File: config.mk
export PLATFORM = sky130hd
export DESIGN_NAME = pwm_counter_bank
export DESIGN_NICKNAME = d
export VERILOG_FILES = /design/src/rtl/pwm_pkg.sv /design/src/rtl/pwm_chan_cnt.sv /design/src/rtl/pwm_counter_bank.sv
export SDC_FILE = /design/constraint.sdc
export NUM_CORES = 1
export LEC_CHECK = 0
export CAP_MARGIN = 0
export CELL_PAD_IN_SITES_DETAIL_PLACEMENT = 2
export CELL_PAD_IN_SITES_GLOBAL_PLACEMENT = 2
export CORE_ASPECT_RATIO = 0.5
export CORE_UTILIZATION = 28
export CTS_BUF_LIST = sky130_fd_sc_hd__clkbuf_2
export DETAILED_ROUTE_END_ITERATION = 12
export PLACE_DENSITY = 0.89
export SYNTH_ARGS = -nofsm -noshare
export SYNTH_HDL_FRONTEND = slang
export SYNTH_SLANG_ARGS = --single-unit
export TNS_END_PERCENT = 100
File: constraint.sdc
create_clock -name chosen_clk -period 3.9 [get_ports chosen_clk]
set_clock_uncertainty 0.1 [all_clocks]
set_input_delay 0.78 -clock chosen_clk [delete_from_list [all_inputs] [get_ports chosen_clk]]
set_output_delay 0.78 -clock chosen_clk [all_outputs]
set_load 0.01 [all_outputs]
File: src/rtl/pwm_pkg.sv
// Shared widths, mode encoding and packed-bus helper for the PWM counter bank.
package pwm_pkg;

  localparam int CW     = 16;
  localparam int NUM_CH = 4;

  typedef enum logic {
    MODE_CONT    = 1'b0,
    MODE_ONESHOT = 1'b1
  } mode_e;

  // Channel ch occupies bits [ch*CW +: CW] of every packed per-channel bus.
  function automatic logic [CW-1:0] ch_slice(input logic [NUM_CH*CW-1:0] bus,
                                             input int unsigned ch);
    return bus[ch*CW +: CW];
  endfunction

endpackage

File: src/rtl/pwm_chan_cnt.sv
// One channel: period counter, shadowed period, run bit and sticky irq flag.
module pwm_chan_cnt
  import pwm_pkg::*;
(
  input  logic          chosen_clk,
  input  logic          rst,
  input  logic          counter_en,
  input  logic          tick,
  input  logic          start,
  input  logic          clr,
  input  logic          mode_oneshot,
  input  logic          irq_clr,
  input  logic [CW-1:0] period_reg,
  output logic [CW-1:0] counter,
  output logic [CW-1:0] period_act,
  output logic          wrap,
  output logic          irq,
  output logic          irq_next
);

  logic run;
  logic active;
  logic at_end;
  logic hit;

  // A start pulse makes the channel count in the same cycle the enable rises.
  always_comb begin
    active   = run | start;
    at_end   = (period_act != '0) && (counter >= period_act - CW'(1));
    hit      = ~clr & active & counter_en & tick & at_end;
    irq_next = hit | (irq & ~irq_clr);
  end

  always_ff @(posedge chosen_clk) begin
    if (rst) begin
      counter    <= '0;
      period_act <= '0;
      wrap       <= 1'b0;
      run        <= 1'b0;
      irq        <= 1'b0;
    end else begin
      irq  <= irq_next;
      wrap <= 1'b0;
      if (clr) begin
        counter    <= '0;
        period_act <= period_reg;
        run        <= 1'b1;
      end else begin
        if (start)
          run <= 1'b1;
        if (!active) begin
          counter    <= '0;
          period_act <= period_reg;
        end else if (!counter_en) begin
          counter    <= counter;
        end else if (period_act == '0) begin
          counter    <= '0;
          period_act <= period_reg;
        end else if (tick) begin
          // The >= compare also recovers a count stranded above a shrunken period.
          if (at_end) begin
            counter    <= '0;
            wrap       <= 1'b1;
            period_act <= period_reg;
            if (mode_e'(mode_oneshot) == MODE_ONESHOT)
              run <= 1'b0;
          end else begin
            counter <= counter + CW'(1);
          end
        end
      end
    end
  end

endmodule

File: src/rtl/pwm_counter_bank.sv
// Shared prescaler, enable edge detect and irq summary around NUM_CH channel counters.
module pwm_counter_bank #(
  parameter int NUM_CH = pwm_pkg::NUM_CH,
  parameter int CW     = pwm_pkg::CW
) (
  input  logic                 chosen_clk,
  input  logic                 rst,
  input  logic                 counter_en,
  input  logic                 mode_oneshot,
  input  logic                 counter_clr,
  input  logic [CW-1:0]        div_reg,
  input  logic [NUM_CH*CW-1:0] period_reg,
  input  logic [NUM_CH-1:0]    irq_clr,
  output logic [NUM_CH*CW-1:0] counter,
  output logic [NUM_CH*CW-1:0] period_act,
  output logic [NUM_CH-1:0]    wrap,
  output logic [NUM_CH-1:0]    irq,
  output logic                 irq_any
);

  logic [CW-1:0]     pc;
  logic              en_q;
  logic              tick;
  logic              start;
  logic [NUM_CH-1:0] irq_next;

  // >= rather than == so a divisor lowered below the current count ticks at once.
  assign tick  = counter_en & ((div_reg <= CW'(1)) | (pc >= div_reg - CW'(1)));
  assign start = counter_en & ~en_q;

  always_ff @(posedge chosen_clk) begin
    if (rst) begin
      pc      <= '0;
      en_q    <= 1'b0;
      irq_any <= 1'b0;
    end else begin
      en_q    <= counter_en;
      irq_any <= |irq_next;
      if (counter_clr || tick)
        pc <= '0;
      else if (counter_en)
        pc <= pc + CW'(1);
    end
  end

  for (genvar i = 0; i < NUM_CH; i++) begin : g_ch
    pwm_chan_cnt u_chan (
      .chosen_clk   (chosen_clk),
      .rst          (rst),
      .counter_en   (counter_en),
      .tick         (tick),
      .start        (start),
      .clr          (counter_clr),
      .mode_oneshot (mode_oneshot),
      .irq_clr      (irq_clr[i]),
      .period_reg   (period_reg[i*CW +: CW]),
      .counter      (counter[i*CW +: CW]),
      .period_act   (period_act[i*CW +: CW]),
      .wrap         (wrap[i]),
      .irq          (irq[i]),
      .irq_next     (irq_next[i])
    );
  end

endmodule
==> results of run 1 <==
## per-layer routing
| metal | up-vias | routed length, um | GRT usage (%) |
|---|---|---|---|
| met3 | 383 | 3709 | 5.140 |
| met2 | 673 | 31260 | 53.93 |
| met5 | - | 0 | 0 |
| li1 | 4726 | - | - |
| met1 | 5836 | 23320 | 30.36 |
| met4 | 0 | 6113 | 20.86 |
## kinds of logic after synthesis
logic type | share of synthesized area, %
AOI/OAI and AO/OA | 8.936
xor gates and xnor gates | 11.59
adders and majority gates | 11.82
buffers and inverters | 3.236
DFF | 31.46
muxes | 6.770
and+or+nand+nor | 26.19
## where the power goes
group	switching [uW]	internal (uW)
combinational	771	647
clock	811	294
sequential	140	1680
total	1720	2620
## tightest hold or removal path, cell delays in order
cell and delay, ns:
buf_2 0.12, nor2_1 0.20, and3_1 0.26
## metrics by stage
stage	instance area, um2	hold WS (ns)	total power, uW	setup slack (ns)	setup TNS [ns]
CTS	13890	0.1576	3946	-0.004516	-0.004516
finish	14680	0.1679	4342	-0.5550	-20.45
floorplan	10100	0.3669	2315	0.03865	0
global route	14670	0.1381	4405	-0.6496	-29.97
detailed placement	13400	0.4489	2829	-0.7764	-96.86
global placement	13400	0.4029	2710	-0.4546	-51.75
## synthesized netlist by cell type (2+ instances only)
| cell | instances |
|---|---|
| buf_1 | 2 |
| a22oi_1 | 3 |
| nor3b_1 | 4 |
| a221oi_1 | 3 |
| nand3b_1 | 2 |
| nor2b_1 | 8 |
| nor3_1 | 52 |
| o2111ai_1 | 2 |
| o211ai_1 | 6 |
| xnor2_1 | 98 |
| o311ai_4 | 2 |
| o31ai_2 | 2 |
| o21ai_0 | 30 |
| xor2_1 | 35 |
| o21bai_1 | 2 |
| a21oi_2 | 2 |
| a32oi_1 | 2 |
| ha_1 | 95 |
| dfxtp_1 | 158 |
| a21oi_1 | 39 |
| and2_1 | 2 |
| a211oi_1 | 4 |
| and3_1 | 15 |
| a41oi_1 | 3 |
| or2_2 | 3 |
| or4_4 | 2 |
| or3_1 | 9 |
| nand2_1 | 61 |
| clkbuf_1 | 21 |
| buf_2 | 8 |
| inv_1 | 33 |
| nor4_1 | 33 |
| buf_4 | 10 |
| nand3_1 | 29 |
| o22ai_1 | 5 |
| a21o_1 | 8 |
| o31a_1 | 2 |
| nand2b_1 | 105 |
| mux2i_1 | 68 |
| nor2_1 | 144 |
| or4_1 | 4 |
| nand4_1 | 24 |
## cell type report
type                            instances  area [um2]
Timing Repair Buffer                  342        3288
Sequential cell                       158        3191
Fill cell                            3703       20220
Clock inverter                         13       141.4
Clock buffer                           17       85.08
Antenna cell                            9       22.52
Tap cell                              475       594.3
Inverter                               33       126.4
Multi-Input combinational cell        933        7229
## state kept, by name, indices dropped and copies added (netlist names)
name	count
g_ch.u_chan.wrap	4
g_ch.u_chan.irq	4
en_q	1
irq_any	1
pc	16
g_ch.u_chan.counter	64
g_ch.u_chan.period_act	64
g_ch.u_chan.run	4
## how the worst max path moves through the flow
stage                              endpoint  slack, ns  cells past startpoint
6_report                            irq_any      -0.55                     12
5_1_grt                             irq_any      -0.65                     12
4_1_cts        g_ch[0].u_chan.period_act[1]     -0.005                     18
2_1_floorplan    g_ch[2].u_chan.counter[11]       0.04                     12
3_3_place_gp      g_ch[0].u_chan.counter[2]      -0.45                     16
3_5_place_dp     g_ch[2].u_chan.counter[11]      -0.78                     16
## timing repair
action                                  in CTS  in global routing
endpoints found under the hold margin        0                  0
pin swaps                                    7                 47
cloned                                       1                  2
gates resized for setup                     44                101
setup buffers                                5                 34
endpoints found under the setup margin     134                120
==> metrics.md, run 1 <==
| Metric | Value |
|---|---|
| Status | `finished, violations left` |
| Failing checks | `setup timing` |
| # clock sinks | `between 150 and 200` |
| Register-to-register setup slack | `-0.55 ns` |
| Most frequent CP cell | `nor3_1` |
| Post-route ant nets | `0` |
| Die Area | `36710 um2` |
| Post-synth design cell area | `10050 um2` |
| Avg Synthesized Cell Area | `between 8 and 9 um2` |
| Pre-antenna DRT Iters | `5` |
| First DRT Iteration DRCs | `~800` |
| Mapped Nets | `~1300` |
| Layout cells sized above 1 | `17.71%` |
| Clk_lat worst skew | `1.07 ns` |
| Number of global-route vias before repair | `12139` |
| Yosys top cell by area | `dfxtp_1` |
| CTS Buf Count | `17` |
| H-tree levels | `4` |
| Hold/Removal Path Class | `in2reg` |
| Max Cap Viol | `0` |
| Total track usage | `between 20% and 30%` |
| Drt total wl | `64400 um` |
| Crit path setup slack, layout | `-0.5550 ns` |
| Final setup viols | `~120` |
| Commonest non-fill, non-tap cell in the layout | `clkdlybuf4s50_1` |
| Final period util | `114.2%` |
| Max_slew headroom | `20.24%` |
| Synth cell types | `67` |
| Average wire per cell in the routed design | `about 33 um` |
| Io pins | `~230` |
| Final nets | `between 1500 and 2000` |
| Hold_sp | `rst` |
| Slowest stage delay, CP | `0.69 ns` |
| Crit path cell chain | `nor4_2 > nand2b_1 > nor3_1 > xnor2_1 > ha_1 > nand2_1 > nor3_1 > a21oi_1 > buf_4 > nor3_1 > a32oi_1 > a41oi_2` |
| Tightest Pin Transition | `1.184 ns` |
| Endpoints failing hold | `0` |
| CP Launch Type | `register` |
| Commonest cells after routing, fill and taps aside | `clkdlybuf4s50_1 (224), dfxtp_1 (148), nor2_1 (141), nand2b_1 (105), buf_4 (102)` |
| CTS root buf | `clkbuf_2` |
| Clock period minus worst slack | `4.455 ns` |
| Number of flops mapped to enable cells by yosys | `0` |
| # DRC | `0` |
| DIE WIDTH | `270.0 um` |
| Cts hold-fix bufs | `0` |
| Ys flop type | `dfxtp_1` |
| Post-synth top area share | `31.46%` |
| Input/output buffers | `225` |
| Crit-path slowest cell | `nor3_1` |
| Post-Syn Instances | `between 1000 and 1500` |
| Setup CP Type | `reg2reg` |
| #FFs+latches synth | `between 150 and 200` |
| Antenna violations before repair | `7` |
| Initial Utilization | `around 29%` |
| Worst Hold Path EP | `g_ch[3].u_chan.wrap` |
| # rows | `48` |
| GPL Wtd Cong | `0.8649` |
| Worst hold path depth | `3` |
| CTS tree | `yes` |
| CP arrival | `5.34 ns` |
| Synth area leaders | `dfxtp_1 (31%), ha_1 (12%), xnor2_1 (8.5%), mux2i_1 (6.8%), nand2b_1 (6.5%)` |
| Non-Filler Instances | `1980` |
| Max Clock Freq | `0.2245 GHz` |
| Reg-to-Reg End | `irq_any` |
| Dpl cells | `1900` |
| Core Area | `34890 um2` |
| Reg2reg path depth | `12` |
| Post-synthesis sequential area ratio | `31.46%` |
| Area Overhead vs Synth | `46.00%` |
| R2r startpoint | `g_ch[3].u_chan.period_act[8]` |
| CP startpoint | `g_ch[3].u_chan.period_act[8]` |
| Global route total overflow | `0` |
| Number of synthesis warnings | `0` |
| Maximum clock path buffer count | `2` |
| Crit end category | `register` |
| Power per cell area | `295.8 nW/um2` |
| Share of the core filled with cells | `42.06%` |
| Async S/R FF share, synth | `0%` |
| WP data required | `4.78 ns` |
| Crit Path Max Fanout | `7` |
| RSZ-0062 raised after global routing | `yes` |
| Vias | `11618` |
| Cell family contributing the most delay on the critical path | `simple AND/OR/NAND/NOR gates` |
| Vias per cell | `5.868` |
| HPWL Detailed | `roughly 34000 um` |
| CP Buf/Inv Count | `1` |
| Final Max Slew Viols | `0` |
| Maximum resistive drop on vdd | `0.0002306 V` |
| Die height | `136.0 um` |
| Clk slew on worst S/H paths | `0.38 ns` |
| Leakage | `~0.0055 uW` |
| Largest net degree at the start of global routing | `123` |
| First-pass GRT wire length | `80940 um` |
No activity file was read; power rests on OpenSTA's default activity.
==> run 2: changes to the inputs <==
Settings changed: TNS_END_PERCENT 100 to 50.
==> run 2 against run 1 <==
The flow still finishes with violations (setup timing). Design area barely moved. Largest cell class unchanged. Hold slack better by 0.0049 ns. Worst setup slack better by 0.059 ns. Largest power group unchanged. Sequential cell count unchanged.
==> metrics.md, run 2 (synthesized netlist as in run 1, its figures left out) <==
| Metric | Value |
|---|---|
| Status | `finished, violations left` |
| Failing checks | `setup timing` |
| Fillcell total | `3711 (+0.22%)` |
| Antenna violations before repair | `8 (+1)` |
| First-pass GRT wire length | `80940 um (unchanged)` |
| Pre-antenna DRT Iters | `7 (+2)` |
| Logic gate share of total power | `32.9% (+0.2 points)` |
| Crit Path Max Fanout | `8 (+1)` |
| Commonest cells after routing, fill and taps aside | `clkdlybuf4s50_1 (224), dfxtp_1 (148), nor2_1 (141), nand2b_1 (105), buf_4 (103)` |
| Crit end category | `register` |
| Final setup viols | `102 (-16%)` |
| # clock sinks | `158 (unchanged)` |
| HPWL Detailed | `34000 um (unchanged)` |
| CTS tree | `yes` |
| Global route total overflow | `0 (unchanged)` |
| R2r startpoint | `g_ch[0].u_chan.period_act[1]` |
| Die Area | `36710 um2 (unchanged)` |
| Number of global-route vias before repair | `12139 (unchanged)` |
| CP startpoint | `g_ch[0].u_chan.period_act[1]` |
| H-tree levels | `4 (unchanged)` |
| Crit path setup slack, layout | `-0.4955 ns (+0.05949 ns)` |
| Post-route ant nets | `0 (unchanged)` |
| WP data required | `4.78 ns (about the same)` |
| Drt total wl | `67280 um (+4.5%)` |
| Hold_sp | `period_reg[11]` |
| Power per cell area | `298.7 nW/um2 (+0.96%)` |
| Register-to-register setup slack | `-0.50 ns (+0.06 ns)` |
| Clock period minus worst slack | `4.395 ns (-0.05950 ns)` |
| Layout Cell Area excl Fill | `14680 um2 (about the same)` |
| Vias per cell | `5.967 (+1.7%)` |
| Worst hold path depth | `3 (unchanged)` |
| FF+latch area | `3191 um2 (unchanged)` |
| Io pins | `226 (unchanged)` |
| Core Area | `34890 um2 (unchanged)` |
| Total track usage | `29.17% (unchanged)` |
| Commonest non-fill, non-tap cell in the layout | `clkdlybuf4s50_1` |
| Input/output buffers | `225 (unchanged)` |
| Multi-input gate area | `7213 um2 (-0.22%)` |
| Dpl cells | `1900 (unchanged)` |
| Final Max Slew Viols | `0 (unchanged)` |
| Maximum clock path buffer count | `2 (unchanged)` |
| # DRC | `0 (unchanged)` |
| First DRT Iteration DRCs | `1089 (+37%)` |
| CTS root buf | `clkbuf_2` |
| Psw | `1762 uW (+2.3%)` |
| Area Overhead vs Synth | `45.97% (about the same)` |
| Clk_lat worst skew | `1.07 ns (about the same)` |
| Non-Filler Instances | `1987 (+0.35%)` |
| Maximum resistive drop on vdd | `0.0001125 V (-51%)` |
| Endpoints failing hold | `0 (unchanged)` |
| CP Launch Type | `register` |
| Largest net degree at the start of global routing | `123 (unchanged)` |
| Pint | `2621 uW (about the same)` |
| Max_slew headroom | `22.71% (+2.5 points)` |
| Leakage | `0.005468 uW (about the same)` |
| Setup CP Type | `reg2reg` |
| Share of the core filled with cells | `42.06% (about the same)` |
| Reg2reg path depth | `19 (+7)` |
| Clk network pwr share | `25.5% (about the same)` |
| Biggest regs | `g_ch.u_chan.counter (64), g_ch.u_chan.period_act (64), pc (16)` |
| Final nets | `1669 (unchanged)` |
| Clk slew on worst S/H paths | `0.33 ns (-0.05 ns)` |
| Vias | `11857 (+2.1%)` |
| Worst Hold Path EP | `g_ch[0].u_chan.period_act[11]` |
| CTS Buf Count | `17 (unchanged)` |
| Max Cap Viol | `0 (unchanged)` |
| Layout cells sized above 1 | `17.51% (-0.20 points)` |
| Worst slack, placed | `-0.7764 ns (unchanged)` |
| Reg-to-Reg End | `g_ch[0].u_chan.period_act[2]` |
| Final period util | `112.7% (-1.5 points)` |
| DIE WIDTH | `270.0 um (unchanged)` |
| Seq pwr share | `41.6% (-0.3 points)` |
| Die height | `136.0 um (unchanged)` |
| Initial Utilization | `28.81% (unchanged)` |
| Hold_ws | `0.1727 ns (+0.004865 ns)` |
| Cts hold-fix bufs | `0 (unchanged)` |
| Average wire per cell in the routed design | `33.86 um (+4.1%)` |
| RSZ-0062 raised after global routing | `yes` |
| Max Clock Freq | `0.2275 GHz (+1.4%)` |
| # rows | `48 (unchanged)` |
| Tightest Pin Transition | `1.159 ns (-0.02460 ns)` |
| DP Area | `13400 um2 (unchanged)` |
| Sw Share | `40.20% (+0.55 points)` |
| CP arrival | `5.27 ns (-0.07 ns)` |
| Hold/Removal Path Class | `in2reg` |
| GPL Wtd Cong | `0.8649 (unchanged)` |
## run 2: changes by cell type in the layout (fill, tap and decap cells not counted), sizes merged
cell / previous run / this run
diode: 9 / 16
## run 2: power groups by stage
stage	combinational, uW	sequential, uW	clock [uW]
after CTS	1140	1790	1020
final	1440	1820	1120
after detailed placement	1020	1800	0
after global routing	1470	1820	1140
after global placement	920	1790	0
after floorplan	513	1800	0
## run 2: how the worst max path moves through the flow
stage,end,cells after the start
after detailed placement,g_ch[2].u_chan.counter[11],16
after floorplan,g_ch[2].u_chan.counter[11],12
final,g_ch[0].u_chan.period_act[2],19
after CTS,g_ch[0].u_chan.period_act[1],18
after global routing,g_ch[0].u_chan.period_act[2],18
after global placement,g_ch[0].u_chan.counter[2],16
## run 2: repair_timing
item / 4_1_cts / 5_1_grt
setup endpoints to repair: 134 / 120
cloned: 1 / 2
pin swaps: 7 / 47
resized for setup: 44 / 97
buffers inserted: 5 / 34
## run 2: per-layer routing
metal  global-route usage [%]  vias up  share of wire, %
li1                         -     4728                 -
met1                    30.36     5922                36
met2                    53.93      783                48
met3                    5.140      424               6.6
met4                    20.86        0               9.8
met5                        0        -                 0
## run 2: area by class of cell
type                       instances  share of cell area [%]
timing repair buffer             342                   22.38
tap                              475                   4.050
antenna                           16                  0.2728
sequential                       158                   21.74
multi-input combinational        933                   49.15
inverter                          33                  0.8611
clock inverter                    13                  0.9634
clock buffer                      17                  0.5798
## run 2: worst max-delay path, stage by stage, from the launching register on
cell and delay (ns):
dfxtp_4 0.46, inv_2 0.11, ha_4 0.15, nor3b_4 0.23
buf_6 0.14, nand2_2 0.06, nor2_2 0.15, xnor2_2 0.12
ha_1 0.36, nand2_1 0.25, nor2_1 0.15, a211oi_2 0.36
o211ai_1 0.21, a221oi_2 0.34, buf_4 0.19, o21ai_1 0.11
a21oi_2 0.20, buf_6 0.15, buf_12 0.14, mux2i_4 0.33
## run 2: through the flow
step	total power [uW]	TNS, ns
2_1_floorplan	2315	0
3_3_place_gp	2710	-51.75
3_5_place_dp	2829	-96.86
4_1_cts	3946	-0.004516
5_1_grt	4434	-21.91
6_report	4383	-19.37
